$ cat src/rtl/cmp_share_arbiter.sv
// Round-robin sharing of one pipelined FP comparator among NREQ requesters.
// A tag pipeline follows each issued operand pair so its result returns to the issuer.
module cmp_share_arbiter #(
  parameter int unsigned NREQ    = 4,
  parameter int unsigned width   = 23,
  parameter int unsigned CMP_LAT = 3
) (
  input  logic                       clk,
  input  logic                       rst,
  input  logic                       issue_en,
  input  logic [NREQ-1:0]            req_valid,
  output logic [NREQ-1:0]            req_ready,
  input  logic [NREQ*(width+1)-1:0]  req_a,
  input  logic [NREQ*(width+1)-1:0]  req_b,
  output logic [width:0]             cmp_a,
  output logic [width:0]             cmp_b,
  input  logic                       cmp_greater,
  output logic [NREQ-1:0]            rsp_valid,
  output logic                       rsp_greater,
  output logic                       busy
);
  localparam int unsigned W  = width + 1;
  localparam int unsigned PW = (NREQ > 1) ? $clog2(NREQ) : 1;
  localparam int unsigned TD = CMP_LAT + 1;

  logic [PW-1:0]   ptr_q, ptr_d;
  logic [PW-1:0]   gnt_idx;
  logic            gnt_any;
  logic [W-1:0]    cmp_a_q, cmp_a_d;
  logic [W-1:0]    cmp_b_q, cmp_b_d;
  logic [TD-1:0]   tag_v_q;
  logic [PW-1:0]   tag_id_q [TD];
  logic [NREQ-1:0] rsp_valid_q, rsp_valid_d;
  logic            rsp_greater_q, rsp_greater_d;

  // Rotating priority scan starting at ptr_q; first requester found wins.
  always_comb begin
    int unsigned idx;
    logic [PW-1:0] idx_p;
    gnt_any   = 1'b0;
    gnt_idx   = '0;
    req_ready = '0;
    idx       = 0;
    idx_p     = '0;
    if (rst && issue_en) begin
      for (int unsigned k = 0; k < NREQ; k++) begin
        idx = 32'(ptr_q) + k;
        if (idx >= NREQ) idx = idx - NREQ;
        idx_p = PW'(idx);
        if (!gnt_any && req_valid[idx_p]) begin
          gnt_any = 1'b1;
          gnt_idx = idx_p;
        end
      end
    end
    if (gnt_any) req_ready[gnt_idx] = 1'b1;
  end

  always_comb begin
    int unsigned nxt;
    nxt = 32'(gnt_idx) + 1;
    if (nxt >= NREQ) nxt = 0;
    ptr_d   = ptr_q;
    cmp_a_d = cmp_a_q;
    cmp_b_d = cmp_b_q;
    if (gnt_any) begin
      ptr_d   = PW'(nxt);
      cmp_a_d = req_a[32'(gnt_idx)*W +: W];
      cmp_b_d = req_b[32'(gnt_idx)*W +: W];
    end
  end

  // Stage 0 is loaded with the operands; the head lines up with cmp_greater,
  // giving CMP_LAT+1 stages so the response registers one edge later.
  always_comb begin
    rsp_valid_d = '0;
    if (tag_v_q[TD-1]) rsp_valid_d[tag_id_q[TD-1]] = 1'b1;
    rsp_greater_d = tag_v_q[TD-1] & cmp_greater;
  end

  always_ff @(posedge clk) begin
    if (!rst) begin
      ptr_q         <= '0;
      cmp_a_q       <= '0;
      cmp_b_q       <= '0;
      tag_v_q       <= '0;
      rsp_valid_q   <= '0;
      rsp_greater_q <= 1'b0;
      for (int unsigned s = 0; s < TD; s++) tag_id_q[s] <= '0;
    end else begin
      ptr_q         <= ptr_d;
      cmp_a_q       <= cmp_a_d;
      cmp_b_q       <= cmp_b_d;
      tag_v_q       <= {tag_v_q[TD-2:0], gnt_any};
      tag_id_q[0]   <= gnt_idx;
      for (int unsigned s = 1; s < TD; s++) tag_id_q[s] <= tag_id_q[s-1];
      rsp_valid_q   <= rsp_valid_d;
      rsp_greater_q <= rsp_greater_d;
    end
  end

  assign cmp_a       = cmp_a_q;
  assign cmp_b       = cmp_b_q;
  assign rsp_valid   = rsp_valid_q;
  assign rsp_greater = rsp_greater_q;
  assign busy        = |tag_v_q;

endmodule
$ cat config.mk
export PLATFORM = sky130hd
export DESIGN_NAME = cmp_share_arbiter
export DESIGN_NICKNAME = d
export VERILOG_FILES = /design/src/rtl/cmp_share_arbiter.sv
export SDC_FILE = /design/constraint.sdc
export NUM_CORES = 1
export LEC_CHECK = 0
export ABC_AREA = 1
export BUFFER_PORTS_ARGS = -buffer_cell sky130_fd_sc_hd__buf_4
export CORE_AREA = 8 8 116 118
export CTS_CLUSTER_SIZE = 16
export DETAILED_ROUTE_END_ITERATION = 16
export DIE_AREA = 0 0 124 126
export PLACE_DENSITY = 0.8
export SYNTH_ARGS = -nofsm -noshare
export SYNTH_HDL_FRONTEND = slang
export SYNTH_SLANG_ARGS = --single-unit
$ cat constraint.sdc
create_clock -name clk -period 2.5 [get_ports clk]
set_input_delay 0.25 -clock clk [delete_from_list [all_inputs] [get_ports clk]]
set_output_delay 0.25 -clock clk [all_outputs]
set_load 0.02 [all_outputs]
==> metrics.yaml, run 1 <==
fin_crit_sh: 0.9372
drt-initial-drc-count: 399
critPathMaxFanout: 11
worstSetupEndpoint: "req_ready[0]"
gp_congestion: 0.8494
maxCapViolations: 0
total_power_mw: 4.115
drive_gt1_frac: 0.3682
rows: 40
cts_hold_buf: 0
outcome: "finished clean"
startpoint: "ptr_q[0]$_SDFFE_PN0P_"
synth_nets: 1058
numPortBuffers: 257
peakVddDrop_mv: 0.4299
viasPerCell: 4.823
yosysTopAreaCell: "nand2_1"
insertion_delay_ns: 0.33
p_leak_nw: 4.396
finalHoldViolations: 0
die_w_microns: 124
cts_tree: "done"
min_period_ns: 2.343
fillers: 1096
r2r_cells: 15
routedWlPerCell_microns: 14.14
hold_path.class: "in -> reg"
overflow: 0
report.final.slew_viol_count: 0
power_density_nw_per_um2: 546.5
drt-pass1-iter-count: 5
antenna_found_initial: 0
area_delta_synth_final_pct: 42.54
synth_cell_types: 24
vias: 5961
cp.required_ns: 2.25
clock.fmax_ghz: 0.4268
gr-usage-all-layers: 0.2188
finClkSkew_ns: 0.007488
cts-root-buf: "clkbuf_16"
ys_ff_latch: 67
ys_warn_count: 0
core_region_area_sq_um: 11710
drc: 0
tightest_slew_ns: 0.7772
cp.arrival_ns: 2.09
worst-r2r-setup-slack_ns: 0.19
tritoncts.num_buffers: 9
max_slew_margin: 0.4819
nets: 1285
cp-end-kind: "primary output"
clk_pin_slew_ns: 0.06
die-area_sq_um: 15620
postSynthCellCount: 857
netlist_top_cells_area: "nand2_1 (27%), dfxtp_1 (25%), nand3_2 (17%), nand3_1 (11%), inv_1 (8.4%)"
path_class: "reg -> out"
wirelength_microns: 17470
start_util: 0.4511
seq_area_frac_synth: 0.2539
die_h_microns: 126
syn_avg_cell_area_sq_um: 6.164
io-pin-count: 258
rr_endpoint: "cmp_a[1]$_SDFFE_PN0P_"
grt_max_degree: 147
r2r_start: "ptr_q[0]$_SDFFE_PN0P_"
synthFlopType: "dfxtp_1"
syn-cell-area_sq_um: 5283
ctsHtreeMaxLevel: 3
grt_pass1_wl_microns: 27910
async_flop_share: 0
cts.sinks: 67
synth_top_area_share: 0.2686
diodes: 0
synth_edf_count: 0
grt_pass1_vias: 5820
ant_nets: 0
final_util: 0.6429
cp-start-kind: "flop"
cts.path.max_buffers: 2
report.final.setup_viol: 0
dp_hpwl_microns: 12770
worst min path at each step:
stage / endpoint / depth (start not counted) / from
after global placement: tag_id_q[0][2]$_SDFF_PN0_ / 2 / tag_id_q[0][0]$_SDFF_PN0_
final: rsp_greater$_SDFF_PN0_ / 3 / cmp_greater
after floorplan: rsp_greater$_SDFF_PN0_ / 2 / cmp_greater
after CTS: rsp_greater$_SDFF_PN0_ / 3 / cmp_greater
after global routing: rsp_greater$_SDFF_PN0_ / 3 / cmp_greater
after detailed placement: tag_id_q[0][2]$_SDFF_PN0_ / 2 / tag_id_q[0][0]$_SDFF_PN0_
cell usage in the layout, fill, tap and decap left out, types with 2 or more instances in the layout:
cell,count
buf_12,5
buf_4,267
clkbuf_16,9
dfxtp_1,65
inv_1,118
inv_2,3
inv_6,5
nand2_1,377
nand2_2,8
nand2_4,3
nand3_1,111
nand3_2,89
nor2_1,7
nor3_1,4
o21ai_0,2
worst max-delay path, cell delays in order (launching register included):
cell     delay (ns)
dfxtp_4        0.37
buf_4          0.16
nand2_2        0.08
nand3_1        0.10
o21ai_2        0.10
nand2_1        0.09
nand2_1        0.06
nand2_1        0.08
nand2_4        0.13
nand2_8        0.11
ha_1           0.21
inv_1          0.06
nor2_2         0.04
buf_4          0.17
flip-flops by register name, indices dropped and copies added (netlist names):
register	cells
tag_v_q	4
rsp_greater	1
ptr_q	2
tag_id_q	8
rsp_valid	4
cmp_a	24
cmp_b	24
power breakdown:
part	switching, mW	total, mW	internal [mW]
combinational	0.924	1.58	0.655
clock	0.505	1.29	0.787
sequential	0.0628	1.24	1.18
total	1.49	4.11	2.62
cell type report:
class | instances | area, sq um | area share
Multi-Input combinational cell | 609 | 3080 | 0.4091
Timing Repair Buffer | 274 | 2143 | 0.2846
Sequential cell | 67 | 1346 | 0.1788
Inverter | 123 | 469.2 | 0.06231
Clock buffer | 9 | 225.2 | 0.02991
Tap cell | 147 | 183.9 | 0.02443
Clock inverter | 7 | 81.33 | 0.01080
Yosys cell counts (3+ instances only):
| cell | n |
|---|---|
| dfxtp_1 | 67 |
| nand3_1 | 111 |
| nor2_1 | 8 |
| buf_6 | 9 |
| clkbuf_1 | 12 |
| nor3_1 | 4 |
| nand3_2 | 89 |
| nand2_1 | 378 |
| buf_4 | 8 |
| buf_2 | 24 |
| buf_8 | 5 |
| nand2_2 | 7 |
| inv_2 | 4 |
| nand2_4 | 3 |
| inv_1 | 118 |
cells by family after synthesis:
| kind of cell | count (synthesis) | synth area share |
|---|---|---|
| buf+inv | 182 | 0.1677 |
| simple gates | 603 | 0.5715 |
| fa+ha+maj | 1 | 0.002368 |
| compound gates | 4 | 0.004500 |
| flops | 67 | 0.2539 |
routing by layer:
layer | track usage | wire, microns | vias up | share of wire
met2 | 0.3735 | 8571 | 225 | 0.49
met5 | 0 | 0 | - | 0
li1 | - | - | 3070 | -
met1 | 0.2507 | 6880 | 2648 | 0.39
met3 | 0.07819 | 1754 | 18 | 0.10
met4 | 0.05742 | 267 | 0 | 0.015
stage by stage:
step	hold slack, ns	TNS [ns]	instances	setup slack (ns)	area (sq um)
5_1_grt	0.1254	-0.001360	1236	-0.001360	7530
4_1_cts	0.1286	0	1233	0.07187	7487
6_report	0.1371	0	1236	0.1569	7530
2_1_floorplan	0.3622	0	857	0.4380	5283
3_3_place_gp	0.3929	0	1217	0.1903	7164
3_5_place_dp	0.3984	0	1217	0.1443	7164
repair_timing:
| action | in CTS | in global routing |
|---|---|---|
| gates resized for setup | 4 | 5 |
| endpoints found under the setup margin | 3 | 20 |
| pin swaps | 0 | 3 |
| cloned | 0 | 1 |
| setup buffers | 0 | 2 |
Note: power is estimated with default switching activity, not from simulation.
==> run 2, diff against run 1 <==
CORE_AREA = 2 2 108 110   (was 8 8 116 118)
CTS_BUF_LIST = sky130_fd_sc_hd__clkbuf_8   (was unset)
DIE_AREA = 0 0 110 112   (was 0 0 124 126)
PLACE_DENSITY = 0.82   (was 0.8)
==> metrics.yaml, run 2 (synthesis gave the netlist of run 1 again) <==
grt_pass1_vias: 5421  # -6.9%
core_region_area_sq_um: 11170  # -4.6%
clk_pin_slew_ns: 0.08  # +0.02 ns
rr_endpoint: "cmp_b[10]$_SDFFE_PN0P_"
gr-usage-all-layers: 0.2460  # +0.02717
numPortBuffers: 257  # unchanged
worst-r2r-setup-slack_ns: 0.31  # +0.12 ns
routedWlPerCell_microns: 12.61  # -11%
cp-start-kind: "flop"
cp.required_ns: 2.25  # about the same
crit_family: "simple AND/OR/NAND/NOR gates"
grt_pass1_wl_microns: 24680  # -12%
drt-pass1-iter-count: 5  # unchanged
hold-worst-slack_ns: 0.1136  # -0.02345 ns
cts_tree: "done"
met2_usage: 0.4155  # +0.04201
dpl_cell_area_sq_um: 7149  # -0.21%
postLayoutCellArea_sq_um: 7433  # -1.3%
tritoncts.num_buffers: 9  # unchanged
cts.sinks: 67  # unchanged
final_cells: 1230  # -0.49%
clock.fmax_ghz: 0.4203  # -1.5%
timing.setup.tns_ns: 0  # unchanged
report.final.slew_viol_count: 0  # unchanged
path_class: "reg -> out"
cp_slowest_cell: "dfxtp_4"
insertion_delay_ns: 0.35  # +0.02 ns
grt_max_degree: 90  # -39%
r2r_cells: 15  # unchanged
ant_nets: 0  # unchanged
cp-end-kind: "primary output"
io-pin-count: 258  # unchanged
ctsHtreeMaxLevel: 3  # unchanged
power_switching_mw: 1.467  # -1.7%
cp.arrival_ns: 2.13  # +0.04 ns
die-area_sq_um: 12320  # -21%
drive_gt1_frac: 0.3661  # -0.002082
gp_congestion: 0.8897  # +4.7%
grt.met1_usage: 0.2985  # +0.04786
rows: 39  # -2.5%
sequentialPowerShare: 0.329  # +0.027
start_util: 0.4727  # +0.02167
dpl_worst_slack_ns: 0.08852  # -0.05574 ns
cts.path.max_buffers: 2  # unchanged
max_slew_margin: 0.5750  # +0.09314
drc: 0  # unchanged
mostFrequentLayoutCells: "nand2_1 (378), buf_4 (263), inv_1 (118), nand3_1 (111), nand3_2 (89)"
cts-root-buf: "clkbuf_8"
layout_setup_ws_ns: 0.1205  # -0.03644 ns
clkPwrFrac: 0.254  # -0.060
place_inst: 1210  # -0.58%
antenna_found_initial: 0  # unchanged
r2r_start: "ptr_q[0]$_SDFFE_PN0P_"
hold_path.class: "in -> reg"
overflow: 0  # unchanged
viasPerCell: 4.830  # +0.15%
worstPathCellList: "buf_4, nand2_1, nand2_1, nand2_1, nand2_2, nor2_4, nand3_1, nand3_1, nand2_4, buf_12, nor2_1, buf_4"
combPwrFrac: 0.417  # +0.033
hold_start: "cmp_greater"
outcome: "finished clean"
drt-initial-drc-count: 363  # -9.0%
fin_crit_sh: 0.9518  # +0.01458
dp_hpwl_microns: 10740  # -16%
hold_depth: 3  # unchanged
finClkSkew_ns: 0.01117  # +0.003687 ns
min_period_ns: 2.380  # +0.03644 ns
power_density_nw_per_um2: 506.5  # -7.3%
report.final.setup_viol: 0  # unchanged
nets: 1283  # -0.16%
vias: 5941  # -0.34%
internal_power_mw: 2.298  # -12%
grtUsageMet3: 0.06616  # -0.01204
switching_share: 0.3896  # +0.02711
tightest_slew_ns: 0.6374  # -0.1397 ns
path_common_cell: "nand2_1"
finalHoldViolations: 0  # unchanged
final_util: 0.6652  # +0.02226
grt_busiest_layer: "met2"
area_delta_synth_final_pct: 40.72
total_power_mw: 3.765  # -8.5%
die_h_microns: 112  # -11%
cts_hold_buf: 0  # unchanged
cp_num_buf_inv: 3  # unchanged
critPathMaxFanout: 31  # +20
p_leak_nw: 4.355  # -0.95%
die_w_microns: 110  # -11%
cpPeakStageDelay_ns: 0.38  # about the same
wirelength_microns: 15520  # -11%
min_to: "rsp_greater$_SDFF_PN0_"
layout_commonest_cell: "nand2_1"
diodes: 0  # unchanged
peakVddDrop_mv: 0.3934  # -8.5%
maxCapViolations: 0  # unchanged
-- run 2: cell types whose count changed in the layout (fill, tap and decap cells not counted) --
cell	change
buf_8	+1
buf_16	-1
inv_2	-1
clkbuf_8	+9
buf_12	+3
buf_4	-4
nand2_1	+1
nand2_2	-2
clkbuf_16	-9
clkinvlp_4	+1
nand2_4	+1
buf_6	-1
clkinv_4	-1
inv_4	+1
-- run 2: layout make-up --
type / instances / area [sq um]
fillers: 1025 / 3741
clock buffers: 9 / 123.9
flip-flops and latches: 67 / 1346
multi-input cells: 609 / 3083
repair buffers: 272 / 2150
inverters: 123 / 471.7
clock inverters: 7 / 80.08
well taps: 143 / 178.9
-- run 2: power by group through the flow --
stage,clock [mW],sequential [mW],combinational (mW)
floorplan,0,1.38,0.911
global placement,0,1.26,1.52
detailed placement,0,1.26,1.53
global route,1.02,1.25,1.72
finish,0.958,1.24,1.57
CTS,0.969,1.24,1.55
-- run 2: timing repair --
action | CTS | global route
endpoints found under the setup margin | 4 | 4
buffers inserted | 0 | 3
pin swaps | 0 | 6
gates resized for setup | 5 | 12
gates cloned | 0 | 1
-- run 2: how the worst max path moves through the flow --
stage,endpoint,startpoint,slack (ns),cells after the start
4_1_cts,req_ready[1],ptr_q[0]$_SDFFE_PN0P_,0.01,12
2_1_floorplan,req_ready[0],ptr_q[0]$_SDFFE_PN0P_,0.44,13
3_3_place_gp,req_ready[2],ptr_q[0]$_SDFFE_PN0P_,0.18,12
3_5_place_dp,cmp_b[14]$_SDFFE_PN0P_,ptr_q[0]$_SDFFE_PN0P_,0.09,15
6_report,req_ready[2],ptr_q[0]$_SDFFE_PN0P_,0.12,12
5_1_grt,req_ready[0],ptr_q[0]$_SDFFE_PN0P_,-0.01,14
-- run 2: tightest hold or removal path, cell delays in order --
cell and delay [ns]:
buf_4 0.08, inv_1 0.03, nor2_1 0.08
-- run 2: metal layers --
metal  up-vias  wire length (microns)
met2       216                   7398
met3        33                   1290
li1       3062                      -
met4         0                    351
met5         -                      0
met1      2630                   6477
==> run 3, diff against run 2 <==
ABC_AREA = unset   (was 1)
CORE_AREA = 2 2 100 102   (was 2 2 108 110)
DIE_AREA = 0 0 102 104   (was 0 0 110 112)
PLACE_DENSITY = 0.73   (was 0.82)
SLEW_MARGIN = 10   (was unset)
==> metrics.yaml, run 3 <==
cp-start-kind: "flop"
gr-usage-all-layers: 0.2064  # -0.03952
wirelength_microns: 11330  # -27%
yosysTopAreaCell: "dfxtp_1"
async_flop_share: 0  # unchanged
hold_start: "cmp_greater"
insertion_delay_ns: 0.33  # -0.02 ns
core_region_area_sq_um: 9549  # -15%
syn-cell-area_sq_um: 3361  # -36%
seq_area_frac_synth: 0.3991  # +0.1452
clock.fmax_ghz: 0.4237  # +0.82%
numPortBuffers: 257  # unchanged
r2r_start: "ptr_q[0]$_SDFFE_PN0P_"
min_to: "rsp_greater$_SDFF_PN0_"
start_util: 0.3519  # -0.1208
tightest_slew_ns: 0.4970  # -0.1404 ns
postCtsSetupBuffers: 0  # unchanged
finalHoldViolations: 0  # unchanged
finClkSkew_ns: 0.008668  # -0.002507 ns
die_w_microns: 102  # -7.3%
drt-initial-drc-count: 80  # -78%
routedWlPerCell_microns: 15.64  # +24%
cp-end-kind: "primary output"
grt_pass1_wl_microns: 17150  # -31%
vias: 3595  # -39%
synth-simple-area-share: 0.1173  # -0.4543
ant_nets: 0  # unchanged
ys_warn_count: 0  # unchanged
synth-xor-area-share: 0  # unchanged
gp_congestion: 0.7911  # -11%
total_power_mw: 3.143  # -17%
cp.arrival_ns: 2.11  # -0.02 ns
worst-r2r-setup-slack_ns: 0.55  # +0.24 ns
cts_hold_buf: 0  # unchanged
post_cts_resize_count: 0  # -5
synth_cell_types: 28  # +17%
outcome: "finished clean"
cts.path.max_buffers: 2  # unchanged
cp.required_ns: 2.25  # about the same
synth_edf_count: 0  # unchanged
die-area_sq_um: 10610  # -14%
mostFrequentLayoutCells: "buf_4 (263), mux2i_1 (97), dfxtp_1 (67), nand2_1 (54), o221ai_1 (48)"
timing.setup.tns_ns: 0  # unchanged
final_util: 0.5945  # -0.07074
synthMuxAreaShare: 0.2889  # +0.2889
maxCapViolations: 0  # unchanged
rr_endpoint: "cmp_b[22]$_SDFFE_PN0P_"
rsz0062_at_grt: "no"
drt-pass1-iter-count: 4  # -1
synth_most_common_cell: "mux2i_1"
path_class: "reg -> out"
io-pin-count: 258  # unchanged
synthTopCellsByCount: "mux2i_1 (97), dfxtp_1 (67), nand2_1 (55)"
grt_max_degree: 28  # -69%
cts-root-buf: "clkbuf_8"
report.final.slew_viol_count: 0  # unchanged
synth_top_area_share: 0.3991  # +0.1305
syn_avg_cell_area_sq_um: 10.00  # +62%
area_delta_synth_final_pct: 68.91
dpl_cell_area_sq_um: 5453  # -24%
ys_ff_latch: 67  # unchanged
clk_pin_slew_ns: 0.08  # about the same
power_density_nw_per_um2: 553.7  # +9.3%
synth_adder_area_share: 0.003723  # +0.001354
hold_path.class: "in -> reg"
synth_compound_area_frac: 0.1392  # +0.1347
layout_commonest_cell: "buf_4"
max_slew_margin: 0.6659  # +0.09086
peakVddDrop_mv: 0.3463  # -12%
cts_tree: "done"
drive_gt1_frac: 0.4941  # +0.1279
synth_nets: 537  # -49%
diodes: 0  # unchanged
drc: 0  # unchanged
synthFlopType: "dfxtp_1"
grt_pass1_vias: 3633  # -33%
antenna_found_initial: 0  # unchanged
hold_depth: 2  # -1
postSynthCellCount: 336  # -61%
postLayoutCellArea_sq_um: 5677  # -24%
die_h_microns: 104  # -7.1%
netlist_top_cells_area: "dfxtp_1 (40%), mux2i_1 (29%), o221ai_1 (13%), nand2_1 (6.1%), and2_1 (1.9%)"
report.final.setup_viol: 0  # unchanged
r2r_cells: 6  # -9
viasPerCell: 4.965  # +2.8%
ctsHtreeMaxLevel: 3  # unchanged
synth_top_family_by_area: "multiplexers"
rows: 36  # -7.7%
critPathMaxFanout: 4  # -87%
tritoncts.num_buffers: 9  # unchanged
overflow: 0  # unchanged
min_period_ns: 2.360  # -0.01945 ns
fin_crit_sh: 0.9440  # -0.007779
nets: 787  # -39%
cts.sinks: 67  # unchanged
p_leak_nw: 2.982  # -32%
dp_hpwl_microns: 8874  # -17%
## run 3: changes by cell type after synthesis, moves of 4 or more
| cell | delta |
|---|---|
| nand2_1 | -323 |
| nand3_1 | -110 |
| inv_1 | -116 |
| buf_2 | -17 |
| nand3_2 | -89 |
| buf_8 | -5 |
| nor2b_1 | +4 |
| and2_1 | +10 |
| mux2i_1 | +97 |
| nand2_2 | -7 |
| buf_6 | -4 |
| buf_4 | -6 |
| o221ai_1 | +48 |
## run 3: logic make-up (layout without fill, tap and decap cells)
logic type                 after synthesis  count (layout)
AOI/OAI and AO/OA                       54              54
adders and majority gates                1               1
buffers and inverters                   32             287
DFF                                     67              67
muxes                                   97              97
and+or+nand+nor                         85              85
## run 3: where the power goes
group	internal (mW)	switching, mW
logic	0.505	0.421
registers	1.16	0.0497
clock network	0.570	0.439
total	2.23	0.910
## run 3: metrics by stage
| stage | setup WS (ns) | hold WS, ns | instances |
|---|---|---|---|
| 2_1_floorplan | 0.4811 | 0.4025 | 336 |
| 3_3_place_gp | 0.4572 | 0.4155 | 708 |
| 3_5_place_dp | 0.4465 | 0.4183 | 708 |
| 4_1_cts | 0.1073 | 0.1263 | 724 |
| 5_1_grt | 0.01384 | 0.1267 | 724 |
| 6_report | 0.1399 | 0.1482 | 724 |
## run 3: critical path, stage by stage, from the launching register on
cell and delay (ns):
dfxtp_1 0.39, nor2b_1 0.08, o21a_1 0.21, or4b_4 0.60, ha_1 0.22, and2_1 0.13, buf_4 0.15
## run 3: how the worst max path moves through the flow
stage / from / to / slack (ns)
after floorplan: ptr_q[0]$_SDFFE_PN0P_ / req_ready[0] / 0.48
after global placement: req_valid[2] / req_ready[0] / 0.46
after detailed placement: req_valid[2] / req_ready[0] / 0.45
after CTS: ptr_q[0]$_SDFFE_PN0P_ / req_ready[0] / 0.11
after global routing: ptr_q[0]$_SDFFE_PN0P_ / req_ready[0] / 0.01
final: ptr_q[0]$_SDFFE_PN0P_ / req_ready[0] / 0.14
## run 3: cell type report
type | count | area (sq um)
Clock inverter | 7 | 100.1
Multi-Input combinational cell | 237 | 1876
Tap cell | 133 | 166.4
Clock buffer | 9 | 123.9
Timing Repair Buffer | 267 | 2054
Sequential cell | 67 | 1341
Fill cell | 818 | 3872
Inverter | 4 | 15.01
## run 3: layer usage
metal,track usage,vias up,wire length (microns)
met5,0,-,0
met3,0.05040,17,973
met4,0.08190,0,221
met1,0.2183,1654,4263
li1,-,1759,-
met2,0.3825,165,5866
